===== src/rtl/part_2_clk_sched_if.sv =====
// part_2_clk_sched_if -- put/get transport handshake between the clock scheduler
// (master) and the fringe transport (slave). Signal names carry the scheduler's
// point of view for direction suffixes.
`timescale 1ns/1ps
interface part_2_clk_sched_if #(
  parameter int IDX_W = 2
);
  logic             put_req_o;
  logic [IDX_W-1:0] put_idx_o;
  logic             put_ack_i;
  logic             get_valid_i;
  logic [IDX_W-1:0] get_idx_i;

  modport master (
    output put_req_o, put_idx_o,
    input  put_ack_i, get_valid_i, get_idx_i
  );

  modport slave (
    input  put_req_o, put_idx_o,
    output put_ack_i, get_valid_i, get_idx_i
  );
endinterface


===== src/rtl/part_2_clk_sched.sv =====
// part_2_clk_sched -- round-robin scheduler for co-simulation mission clocks.
// Serves one pending domain at a time: SEND its vector, wait in GET for the
// peer reply (watchdog bounded), then release that domain's clock for one cycle.
// Optional feature: define SCHED_STATS_EN to add the xfer_cnt_o / max_wait_o
// statistics outputs; without it those ports and their logic do not exist.
`timescale 1ns/1ps
module part_2_clk_sched #(
  parameter int N        = 4,
  parameter int IDX_W    = 2,
  parameter int WDOG_MAX = 10000,
  parameter int WDOG_W   = 14
) (
  input  logic               clk_i,
  input  logic               rst_i,
  input  logic [N-1:0]       req_i,
  input  logic               put_en_i,
  input  logic               get_en_i,
  part_2_clk_sched_if.master xfer_if,
  output logic [N-1:0]       freeze_clk_o,
  output logic [N-1:0]       grant_o,
  output logic               busy_o,
  output logic               wdog_err_o
`ifdef SCHED_STATS_EN
  ,
  output logic [15:0]        xfer_cnt_o,
  output logic [WDOG_W-1:0]  max_wait_o
`endif
);

  typedef enum logic [2:0] {S_IDLE, S_SEND, S_GET, S_REL, S_ERR} state_t;

  state_t            state_q;
  logic [N-1:0]      pending_q, pending_d;
  logic [IDX_W-1:0]  rr_ptr_q;
  logic [IDX_W-1:0]  sel_q, sel_d;
  logic              found_d;
  logic [WDOG_W-1:0] wdog_q;
  logic [N-1:0]      freeze_q, grant_q;
  logic              put_req_q;
  logic [IDX_W-1:0]  put_idx_q;
  logic              busy_q, err_q;
  logic              get_match, wdog_done;
  int                cand;

  function automatic logic [N-1:0] onehot(input logic [IDX_W-1:0] idx);
    return N'(1) << idx;
  endfunction

  assign get_match = xfer_if.get_valid_i && (xfer_if.get_idx_i == sel_q);
  assign wdog_done = (wdog_q == WDOG_W'(WDOG_MAX - 1));

  // Round-robin pick: first pending domain after the last one served.
  always_comb begin
    // NOTE: combinational blocks use blocking '=' and give every output a default first, so no latch is inferred.
    found_d = 1'b0;
    sel_d   = '0;
    cand    = 0;
    for (int k = 1; k <= N; k++) begin
      cand = int'(rr_ptr_q) + k;
      if (cand >= N) cand = cand - N;
      if (!found_d && pending_q[cand[IDX_W-1:0]]) begin
        found_d = 1'b1;
        sel_d   = cand[IDX_W-1:0];
      end
    end
  end

  // Pending set: cleared for the served domain in REL; a same-cycle request wins.
  always_comb begin
    pending_d = pending_q;
    if (state_q == S_REL) pending_d = pending_d & ~onehot(sel_q);
    pending_d = pending_d | req_i;
  end

  // Scheduler FSM with all outputs registered alongside the state.
  always_ff @(posedge clk_i) begin
    // NOTE: reset is synchronous; every register here, including pending, is cleared in that same clocked branch.
    if (rst_i) begin
      state_q   <= S_IDLE;
      pending_q <= '0;
      rr_ptr_q  <= IDX_W'(N - 1);
      sel_q     <= '0;
      wdog_q    <= '0;
      freeze_q  <= '1;
      grant_q   <= '0;
      put_req_q <= 1'b0;
      put_idx_q <= '0;
      busy_q    <= 1'b0;
      err_q     <= 1'b0;
    end else begin
      // NOTE: sequential state uses non-blocking '<=' so every register sees pre-edge values.
      pending_q <= pending_d;
      case (state_q)
        S_IDLE: begin
          if (found_d) begin
            sel_q     <= sel_d;
            put_idx_q <= sel_d;
            grant_q   <= onehot(sel_d);
            busy_q    <= 1'b1;
            if (put_en_i) begin
              state_q   <= S_SEND;
              put_req_q <= 1'b1;
            end else if (get_en_i) begin
              state_q <= S_GET;
              wdog_q  <= '0;
            end else begin
              state_q  <= S_REL;
              freeze_q <= ~onehot(sel_d);
            end
          end
        end
        S_SEND: begin
          if (put_ack_i_seen()) begin
            put_req_q <= 1'b0;
            if (get_en_i) begin
              state_q <= S_GET;
              wdog_q  <= '0;
            end else begin
              state_q  <= S_REL;
              freeze_q <= ~onehot(sel_q);
            end
          end
        end
        S_GET: begin
          if (get_match) begin
            state_q  <= S_REL;
            freeze_q <= ~onehot(sel_q);
            wdog_q   <= '0;
          end else if (wdog_done) begin
            state_q  <= S_ERR;
            err_q    <= 1'b1;
            freeze_q <= '1;
            put_req_q <= 1'b0;
          end else begin
            wdog_q <= wdog_q + 1'b1;
          end
        end
        S_REL: begin
          state_q  <= S_IDLE;
          rr_ptr_q <= sel_q;
          freeze_q <= '1;
          grant_q  <= '0;
          busy_q   <= 1'b0;
        end
        S_ERR: begin
          state_q <= S_ERR;
        end
        default: state_q <= S_IDLE;
      endcase
    end
  end

  // The put completes when the registered request meets the transport ack.
  function automatic logic put_ack_i_seen();
    return put_req_q && xfer_if.put_ack_i;
  endfunction

  assign xfer_if.put_req_o = put_req_q;
  assign xfer_if.put_idx_o = put_idx_q;
  assign freeze_clk_o      = freeze_q;
  assign grant_o           = grant_q;
  assign busy_o            = busy_q;
  assign wdog_err_o        = err_q;

`ifdef SCHED_STATS_EN
  logic [15:0]       xfer_cnt_q;
  logic [WDOG_W-1:0] max_wait_q;

  // Count clock releases and keep the longest GET wait seen at GET exit.
  always_ff @(posedge clk_i) begin
    if (rst_i) begin
      xfer_cnt_q <= '0;
      max_wait_q <= '0;
    end else begin
      if (state_q == S_REL) xfer_cnt_q <= xfer_cnt_q + 16'd1;
      if (state_q == S_GET && (get_match || wdog_done) && (wdog_q > max_wait_q))
        max_wait_q <= wdog_q;
    end
  end

  assign xfer_cnt_o = xfer_cnt_q;
  assign max_wait_o = max_wait_q;
`endif

endmodule


===== src/flat_wrapper.sv =====
// flat-port wrapper written by rule: the top's interface ports become plain ports
module part_2_clk_sched_flat 
#(
  parameter int N        = 4,
  parameter int IDX_W    = 2,
  parameter int WDOG_MAX = 10000,
  parameter int WDOG_W   = 14
)
  (clk_i, rst_i, req_i, put_en_i, get_en_i, freeze_clk_o, grant_o, busy_o, wdog_err_o, xfer_if_put_req_o, xfer_if_put_idx_o, xfer_if_put_ack_i, xfer_if_get_valid_i, xfer_if_get_idx_i);
  part_2_clk_sched_if #(.IDX_W(IDX_W)) xfer_if_i ();
  input  logic clk_i;
  input  logic rst_i;
  input  logic [N-1:0] req_i;
  input  logic put_en_i;
  input  logic get_en_i;
  output logic [N-1:0] freeze_clk_o;
  output logic [N-1:0] grant_o;
  output logic busy_o;
  output logic wdog_err_o;
  output wire logic [$bits(xfer_if_i.put_req_o)-1:0] xfer_if_put_req_o;
  output wire logic [$bits(xfer_if_i.put_idx_o)-1:0] xfer_if_put_idx_o;
  input wire logic [$bits(xfer_if_i.put_ack_i)-1:0] xfer_if_put_ack_i;
  input wire logic [$bits(xfer_if_i.get_valid_i)-1:0] xfer_if_get_valid_i;
  input wire logic [$bits(xfer_if_i.get_idx_i)-1:0] xfer_if_get_idx_i;
  assign xfer_if_put_req_o = xfer_if_i.put_req_o;
  assign xfer_if_put_idx_o = xfer_if_i.put_idx_o;
  assign xfer_if_i.put_ack_i = xfer_if_put_ack_i;
  assign xfer_if_i.get_valid_i = xfer_if_get_valid_i;
  assign xfer_if_i.get_idx_i = xfer_if_get_idx_i;
  part_2_clk_sched #(.N(N), .IDX_W(IDX_W), .WDOG_MAX(WDOG_MAX), .WDOG_W(WDOG_W)) u_core (.clk_i(clk_i), .rst_i(rst_i), .req_i(req_i), .put_en_i(put_en_i), .get_en_i(get_en_i), .xfer_if(xfer_if_i), .freeze_clk_o(freeze_clk_o), .grant_o(grant_o), .busy_o(busy_o), .wdog_err_o(wdog_err_o));
endmodule

===== config.mk =====
export PLATFORM = sky130hd
export DESIGN_NAME = part_2_clk_sched_flat
export DESIGN_NICKNAME = d
export VERILOG_FILES = /design/src/rtl/part_2_clk_sched_if.sv /design/src/rtl/part_2_clk_sched.sv /design/src/flat_wrapper.sv
export SDC_FILE = /design/constraint.sdc
export NUM_CORES = 1
export LEC_CHECK = 0
export ABC_CLOCK_PERIOD_IN_PS = 2600
export CAP_MARGIN = 0
export CORE_UTILIZATION = 54
export CTS_CLUSTER_SIZE = 20
export DETAILED_ROUTE_END_ITERATION = 10
export GPL_TIMING_DRIVEN = 0
export MAX_ROUTING_LAYER = met4
export PLACE_DENSITY = 0.77
export SLEW_MARGIN = 20
export SYNTH_ARGS = -nofsm -noshare
export SYNTH_HDL_FRONTEND = slang
export SYNTH_SLANG_ARGS = --single-unit

===== constraint.sdc =====
create_clock -name clk_i -period 2.6 [get_ports clk_i]
set_clock_uncertainty 0.1 [all_clocks]
set_input_delay 0.52 -clock clk_i [delete_from_list [all_inputs] [get_ports clk_i]]
set_output_delay 0.52 -clock clk_i [all_outputs]
set_load 0.05 [all_outputs]

==> out/qor.yml, run 1 <==
end_kind: "flop"
worstMarginPinSlew_ns: 0.983
firstDrtPassIters: 4
pwr-share-seq_pct: 31.1
clock_power_share_pct: 18.9
r2r_setup_slack_ns: 0.20
hold_class: "flop to flop"
vias_per_cell: 6.22
avgSynthCellArea_um2: 8.16
worst_slack_ns: 0.196
ys_seq_area_share_pct: 37.3
route.detailed.drc: 0
numCtsBuffers: 5
drive_above_1_share_pct: 10.8
vias: 1959
grt_first_pass_wirelength_um: 7450
die_x_um: 61.9
dp_hpwl_um: 3360
ir_drop_uv: 573
final_nets: 281
synth_area_leaders: "dfxtp_1 37%, a21oi_1 7.2%, nor2_1 4.5%"
netSwitchingFraction_pct: 44.1
worstPathMaxFanout: 10
power_switching_mw: 1.04
core_region_area_um2: 3390
reg2reg_depth: 7
synth_ff_type: "dfxtp_1"
totalWireLength_um: 4730
status: "complete, no violations"
fin_crit_ns: 2.40
initial_utilization_pct: 57.1
rsz0062_at_grt: "false"
layoutNonFillerInstCount: 315
ant_nets: 0
dp_slack_ns: -0.326
dr.first_iter.drc_count: 189
n_antenna_cell: 0
grtUsageTotal_pct: 27.4
synth_top_area_share_pct: 37.3
yosysMostFrequentCell: "dfxtp_1"
placed_cells: 307
async_reset_ff_share_pct: 0
syn2layout_area_growth_pct: 23.0
rows: 21
cts_tree: "done"
ys_seq_elements: 36
p_int_mw: 1.32
io_buffers: 24
power_density_nw_per_um2: 994
grt_max_degree: 12
cts.htree.levels: 2
yosysTopAreaCell: "dfxtp_1"
reg2reg_from: "u_core.pending_q[2]$_SDFF_PP0_"
cts_hold_buf: 0
finalHoldViolCount: 0
syn-cell-area_um2: 1930
synth_edf_count: 0
final_max_slew_viol_count: 0
clock_latency_ns: 0.36
crit_start: "get_en_i"
crit_required_ns: 2.73
endpoint: "u_core.wdog_q[12]$_SDFFE_PP0P_"
synth_nets: 250
die_h_um: 61.9
cts_root_buf: "clkbuf_4"
p_leak_nw: 0.814
max_freq_ghz: 0.416
cts_num_sinks: 36
die_area_um2: 3830
clk_pin_slew_ns: 0.10
first_global_vias: 1653
relSlewSlack_pct: 34.0
ys_types: 48
antenna_found_initial: 0
cap_violations: 0
start_kind: "input port"
combPwrFrac_pct: 50.0
setup_viol: 0
hold-worst-slack_ns: 0.380
synth_common_cells: "36 x dfxtp_1, 28 x a21oi_1, 23 x nor2_1, 14 x o21ai_0, 13 x inv_1"
pin_count: 25
post_drt_wl_per_cell_um: 15.0
netlist_instances: 237
yosysWarnings: 0
place_congestion: 0.957
fin_crit_sh_pct: 92.5
regToRegEndpoint: "u_core.wdog_q[1]$_SDFFE_PP0P_"
grt-ovfl-total: 0
cts_buffer_depth: 2
cp.arrival_ns: 2.54
crit_type: "input port to flop"
==> cell families after synthesis <==
kind of cell | share of synthesized area (%)
AO/OA/AOI/OAI | 28.3
XOR/XNOR | 1.81
adder cells (fa/ha/maj) | 0.647
buffers and inverters | 5.82
flip-flops | 37.3
multiplexers | 0.517
AND/OR/NAND/NOR | 25.7
==> routing by layer <==
metal / GRT usage, % / vias to the layer above / routed length, µm
met1: 39.2 / 909 / 2350
li1: - / 965 / -
met2: 36.9 / 74 / 1990
met5: - / - / 0
met3: 4.97 / 11 / 309
met4: 13.0 / 0 / 89
==> metrics by stage <==
| stage | total power [mW] | utilization, % | setup TNS [ns] | instance area (µm²) |
|---|---|---|---|---|
| floorplan | 1.57 | - | 0 | 1930 |
| global placement | 1.87 | 65.9 | -3.15 | 2230 |
| detailed placement | 1.87 | 65.9 | -3.27 | 2230 |
| CTS | 2.32 | 68.7 | 0 | 2330 |
| global route | 2.51 | 70.2 | 0 | 2380 |
| finish | 2.36 | 70.2 | 0 | 2380 |
==> power groups by stage <==
| stage | combinational [mW] | sequential (mW) | clock [mW] |
|---|---|---|---|
| finish | 1.18 | 0.734 | 0.446 |
| global route | 1.28 | 0.748 | 0.482 |
| CTS | 1.13 | 0.731 | 0.452 |
| detailed placement | 1.13 | 0.743 | 0 |
| global placement | 1.13 | 0.743 | 0 |
| floorplan | 0.612 | 0.953 | 0 |
==> sequential cells by signal, summed over array words and instances, names as in the netlist <==
signal / count
u_core.busy_o: 1
u_core.freeze_clk_o: 4
u_core.grant_o: 4
u_core.pending_q: 4
u_core.rr_ptr_q: 2
u_core.state_q: 3
u_core.wdog_err_o: 1
u_core.wdog_q: 14
u_core.xfer_if.put_idx_o: 2
u_core.xfer_if.put_req_o: 1
==> cell type report <==
cell class / instances / area [µm²]
Multi-Input combinational cell: 173 / 1140
Fill cell: 284 / 1010
Sequential cell: 36 / 721
Timing Repair Buffer: 24 / 243
Buffer: 15 / 70.1
Clock buffer: 7 / 65.1
Tap cell: 46 / 57.6
Inverter: 13 / 48.8
Clock inverter: 1 / 30.0
==> critical path: stages <==
cell	delay [ns]
clkdlybuf4s50_1	0.47
inv_1	0.05
o31a_1	0.32
or3_1	0.37
buf_4	0.18
buf_4	0.18
o41ai_1	0.34
a21oi_1	0.10
==> placed cells by master, fill, tap and decap left out, drive strengths merged, types with 4 or more instances in the layout <==
master          n
dfxtp          36
a21oi          28
nor2           23
clkdlybuf4s50  23
clkbuf         16
o21ai          14
inv            13
nand3          10
nand2           9
o41ai           7
buf             6
nand2b          5
or4b            5
nand4           4
nand4b          4
or4             4
o31ai           4
nor4            4
==> worst min-delay path by stage <==
| stage | start | end | slack [ns] | cells past startpoint |
|---|---|---|---|---|
| floorplan | u_core.wdog_q[13]$_SDFFE_PP0P_ | u_core.wdog_q[13]$_SDFFE_PP0P_ | 0.34 | 2 |
| global placement | u_core.freeze_clk_o[0]$_SDFFE_PP1P_ | u_core.freeze_clk_o[0]$_SDFFE_PP1P_ | 0.35 | 1 |
| detailed placement | u_core.freeze_clk_o[0]$_SDFFE_PP1P_ | u_core.freeze_clk_o[0]$_SDFFE_PP1P_ | 0.36 | 1 |
| CTS | u_core.busy_o$_SDFFE_PP0P_ | u_core.busy_o$_SDFFE_PP0P_ | 0.38 | 2 |
| global route | u_core.grant_o[3]$_SDFFE_PP0P_ | u_core.grant_o[3]$_SDFFE_PP0P_ | 0.40 | 2 |
| finish | u_core.busy_o$_SDFFE_PP0P_ | u_core.busy_o$_SDFFE_PP0P_ | 0.38 | 2 |
==> what timing repair did <==
item	in CTS	in global routing
buffers inserted	0	0
resized for setup	0	14
endpoints found under the setup margin	0	12
(Power assumes the default switching activity.)
==> run 2: changes to the inputs <==
--- a/config.mk
+++ b/config.mk
@@ -7,9 +7,11 @@
 export LEC_CHECK = 0
 export ABC_CLOCK_PERIOD_IN_PS = 2600
 export CAP_MARGIN = 0
+export CORE_MARGIN = 3
 export CORE_UTILIZATION = 54
 export CTS_CLUSTER_SIZE = 20
 export DETAILED_ROUTE_END_ITERATION = 10
+export GPL_ROUTABILITY_DRIVEN = 0
 export GPL_TIMING_DRIVEN = 0
 export MAX_ROUTING_LAYER = met4
 export PLACE_DENSITY = 0.77
==> out/qor.yml, run 2 (same netlist as run 1, synthesis figures left out) <==
status: "complete, no violations"  # unchanged
cp.arrival_ns: 2.69  # was 2.54 ns
p_leak_nw: 0.787  # was 0.814 nW
cap_violations: 0  # unchanged
cts_buffer_depth: 2  # unchanged
final_cell_mix: "36 x dfxtp_1, 28 x a21oi_1, 24 x clkdlybuf4s50_1"  # was 36 x dfxtp_1, 28 x a21oi_1, 23 x nor2_1, 23 x clkdlybuf4s50_1, 14 x o21ai_0
grt-busiest-layer: "met1"  # unchanged
ir_drop_uv: 579  # was 573 µV
die_h_um: 65.9  # was 61.9 µm
cpPeakStageDelay_ns: 0.44  # was 0.47 ns
relSlewSlack_pct: 34.1  # was 34.0%
cts_resized: 0  # unchanged
rsz0062_at_grt: "false"  # unchanged
holdPathEnd: "u_core.freeze_clk_o[3]$_SDFFE_PP1P_"  # was u_core.busy_o$_SDFFE_PP0P_
cts_tree: "done"  # unchanged
power_density_nw_per_um2: 951  # was 994 nW/µm²
cpMostUsedCell: "buf_2"  # was buf_4
dp_hpwl_um: 3460  # was 3360 µm
clock_latency_ns: 0.33  # was 0.36 ns
postCtsSetupBuffers: 0  # unchanged
place_area_um2: 2230  # unchanged
final_max_slew_viol_count: 0  # unchanged
grtUsageMet2_pct: 33.3  # was 36.9%
numCtsBuffers: 5  # unchanged
final_common_cell: "dfxtp_1"  # unchanged
start_kind: "input port"  # unchanged
cts_num_sinks: 36  # unchanged
firstDrtPassIters: 5  # was 4
slowest_stage: "clkdlybuf4s50_1"  # unchanged
die_area_um2: 4340  # was 3830 µm²
final_nets: 280  # was 281
largest_reg_flops: 14  # unchanged
core_region_area_um2: 3390  # unchanged
hp-start: "u_core.freeze_clk_o[3]$_SDFFE_PP1P_"  # was u_core.busy_o$_SDFFE_PP0P_
p_int_mw: 1.18  # was 1.32 mW
fin_crit_sh_pct: 98.5  # was 92.5%
cts_hold_buf: 0  # unchanged
hold_depth: 2  # unchanged
grt_max_degree: 12  # unchanged
fin_crit_ns: 2.56  # was 2.40 ns
reg2reg_depth: 8  # was 7
cts_root_buf: "clkbuf_4"  # unchanged
grt_first_pass_wirelength_um: 8110  # was 7450 µm
pin_count: 25  # unchanged
initial_utilization_pct: 57.1  # unchanged
crit_type: "input port to flop"  # unchanged
setup_viol: 0  # unchanged
gr-usage-met1_pct: 37.2  # was 39.2%
dr.first_iter.drc_count: 242  # was 189
rows: 21  # unchanged
num-fill-cells: 296  # was 284
layoutNonFillerInstCount: 314  # was 315
cts.htree.levels: 2  # unchanged
regMostFlops: "u_core.wdog_q"  # unchanged
hold_class: "flop to flop"  # unchanged
reg2reg_from: "u_core.wdog_q[0]$_SDFFE_PP0P_"  # was u_core.pending_q[2]$_SDFF_PP0_
worst-path-buf-inv: 3  # was 4
ant_nets: 0  # unchanged
cp_top_family: "buffers and inverters"  # unchanged
clock_power_share_pct: 14.2  # was 18.9%
r2r_setup_slack_ns: 0.29  # was 0.20 ns
route.detailed.drc: 0  # unchanged
regToRegEndpoint: "u_core.wdog_q[1]$_SDFFE_PP0P_"  # unchanged
crit_chain: "clkdlybuf4s50_1, nor2b_1, o31a_1, or3_1, buf_2, buf_2, o41ai_1, a21oi_1"  # was clkdlybuf4s50_1, inv_1, o31a_1, or3_1, buf_4, buf_4, o41ai_1, a21oi_1
post_drt_wl_per_cell_um: 15.5  # was 15.0 µm
vias: 1978  # was 1959
antenna_found_initial: 0  # unchanged
pwr-share-seq_pct: 33.5  # was 31.1%
io_buffers: 24  # unchanged
power_switching_mw: 1.04  # about the same
clk_pin_slew_ns: 0.12  # was 0.10 ns
grtUsageTotal_pct: 24.6  # was 27.4%
worstPathMaxFanout: 10  # unchanged
drive_above_1_share_pct: 10.8  # about the same
gr-usage-met3_pct: 4.08  # was 4.97%
vias_per_cell: 6.30  # was 6.22
die_x_um: 65.9  # was 61.9 µm
placed_cells: 307  # unchanged
syn2layout_area_growth_pct: 20.8  # was 23.0%
finalHoldViolCount: 0  # unchanged
netSwitchingFraction_pct: 46.9  # was 44.1%
crit_required_ns: 2.73  # about the same
end_kind: "flop"  # unchanged
totalWireLength_um: 4860  # was 4730 µm
first_global_vias: 1724  # was 1653
worstMarginPinSlew_ns: 0.983  # about the same
n_antenna_cell: 0  # unchanged
grt-ovfl-total: 0  # unchanged
combPwrFrac_pct: 52.3  # was 50.0%
fin_area_um2: 2340  # was 2380 µm²
cp_num_cells: 8  # unchanged
max_freq_ghz: 0.390  # was 0.416 GHz
-- run 2: cell count changes in the layout (fill, tap and decap cells not counted), sizes merged --
cell,before,now
clkdlybuf4s50,23,24
bufinv,1,0
clkbuf,16,14
clkinv,0,2
dlymetal6s2s,1,0
-- run 2: routing by layer --
layer	share of wire (%)	wire, µm
met4	1.4	66
met2	44	2120
met3	6.6	322
met1	48	2350
met5	0	0
-- run 2: power groups by stage --
stage	registers [mW]	logic [mW]	clock network, mW
3_5_place_dp	0.746	1.13	0
4_1_cts	0.735	1.14	0.323
3_3_place_gp	0.743	1.13	0
6_report	0.746	1.16	0.315
5_1_grt	0.765	1.26	0.344
2_1_floorplan	0.953	0.612	0
-- run 2: worst max-delay path by stage --
stage	from	endpoint	slack, ns
final	put_en_i	u_core.wdog_q[5]$_SDFFE_PP0P_	0.04
after detailed placement	xfer_if_get_idx_i[1]	u_core.wdog_q[13]$_SDFFE_PP0P_	-0.27
after CTS	u_core.xfer_if.put_idx_o[0]$_SDFFE_PP0P_	u_core.wdog_q[13]$_SDFFE_PP0P_	0.06
after floorplan	u_core.xfer_if.put_idx_o[0]$_SDFFE_PP0P_	u_core.wdog_q[13]$_SDFFE_PP0P_	0.19
after global routing	put_en_i	u_core.wdog_q[5]$_SDFFE_PP0P_	0.007
after global placement	put_en_i	u_core.wdog_q[11]$_SDFFE_PP0P_	-0.29
-- run 2: layout make-up --
class / count / area (µm²) / share of cell area, %
multi-input combinational: 173 / 1150 / 49.1
sequential: 36 / 721 / 30.8
timing repair buffer: 24 / 240 / 10.3
buffer: 14 / 61.3 / 2.62
tap: 46 / 57.6 / 2.46
clock buffer: 6 / 51.3 / 2.19
inverter: 13 / 48.8 / 2.09
clock inverter: 2 / 10.0 / 0.428
-- run 2: tightest hold or removal path, cell delays in order, from the launching register on --
cell and delay (ns):
dfxtp_1 0.34, a21oi_1 0.06, o21ai_0 0.06
-- run 2: per-stage QoR --
stage / hold WS, ns / setup WS (ns) / power [mW] / utilization (%) / setup TNS [ns]
6_report: 0.383 / 0.0390 / 2.22 / 69.0 / 0
2_1_floorplan: 0.341 / 0.192 / 1.57 / - / 0
3_3_place_gp: 0.345 / -0.288 / 1.87 / 65.9 / -3.14
5_1_grt: 0.406 / 0.00673 / 2.37 / 69.0 / 0
3_5_place_dp: 0.358 / -0.274 / 1.88 / 65.9 / -2.82
4_1_cts: 0.384 / 0.0573 / 2.20 / 67.7 / 0
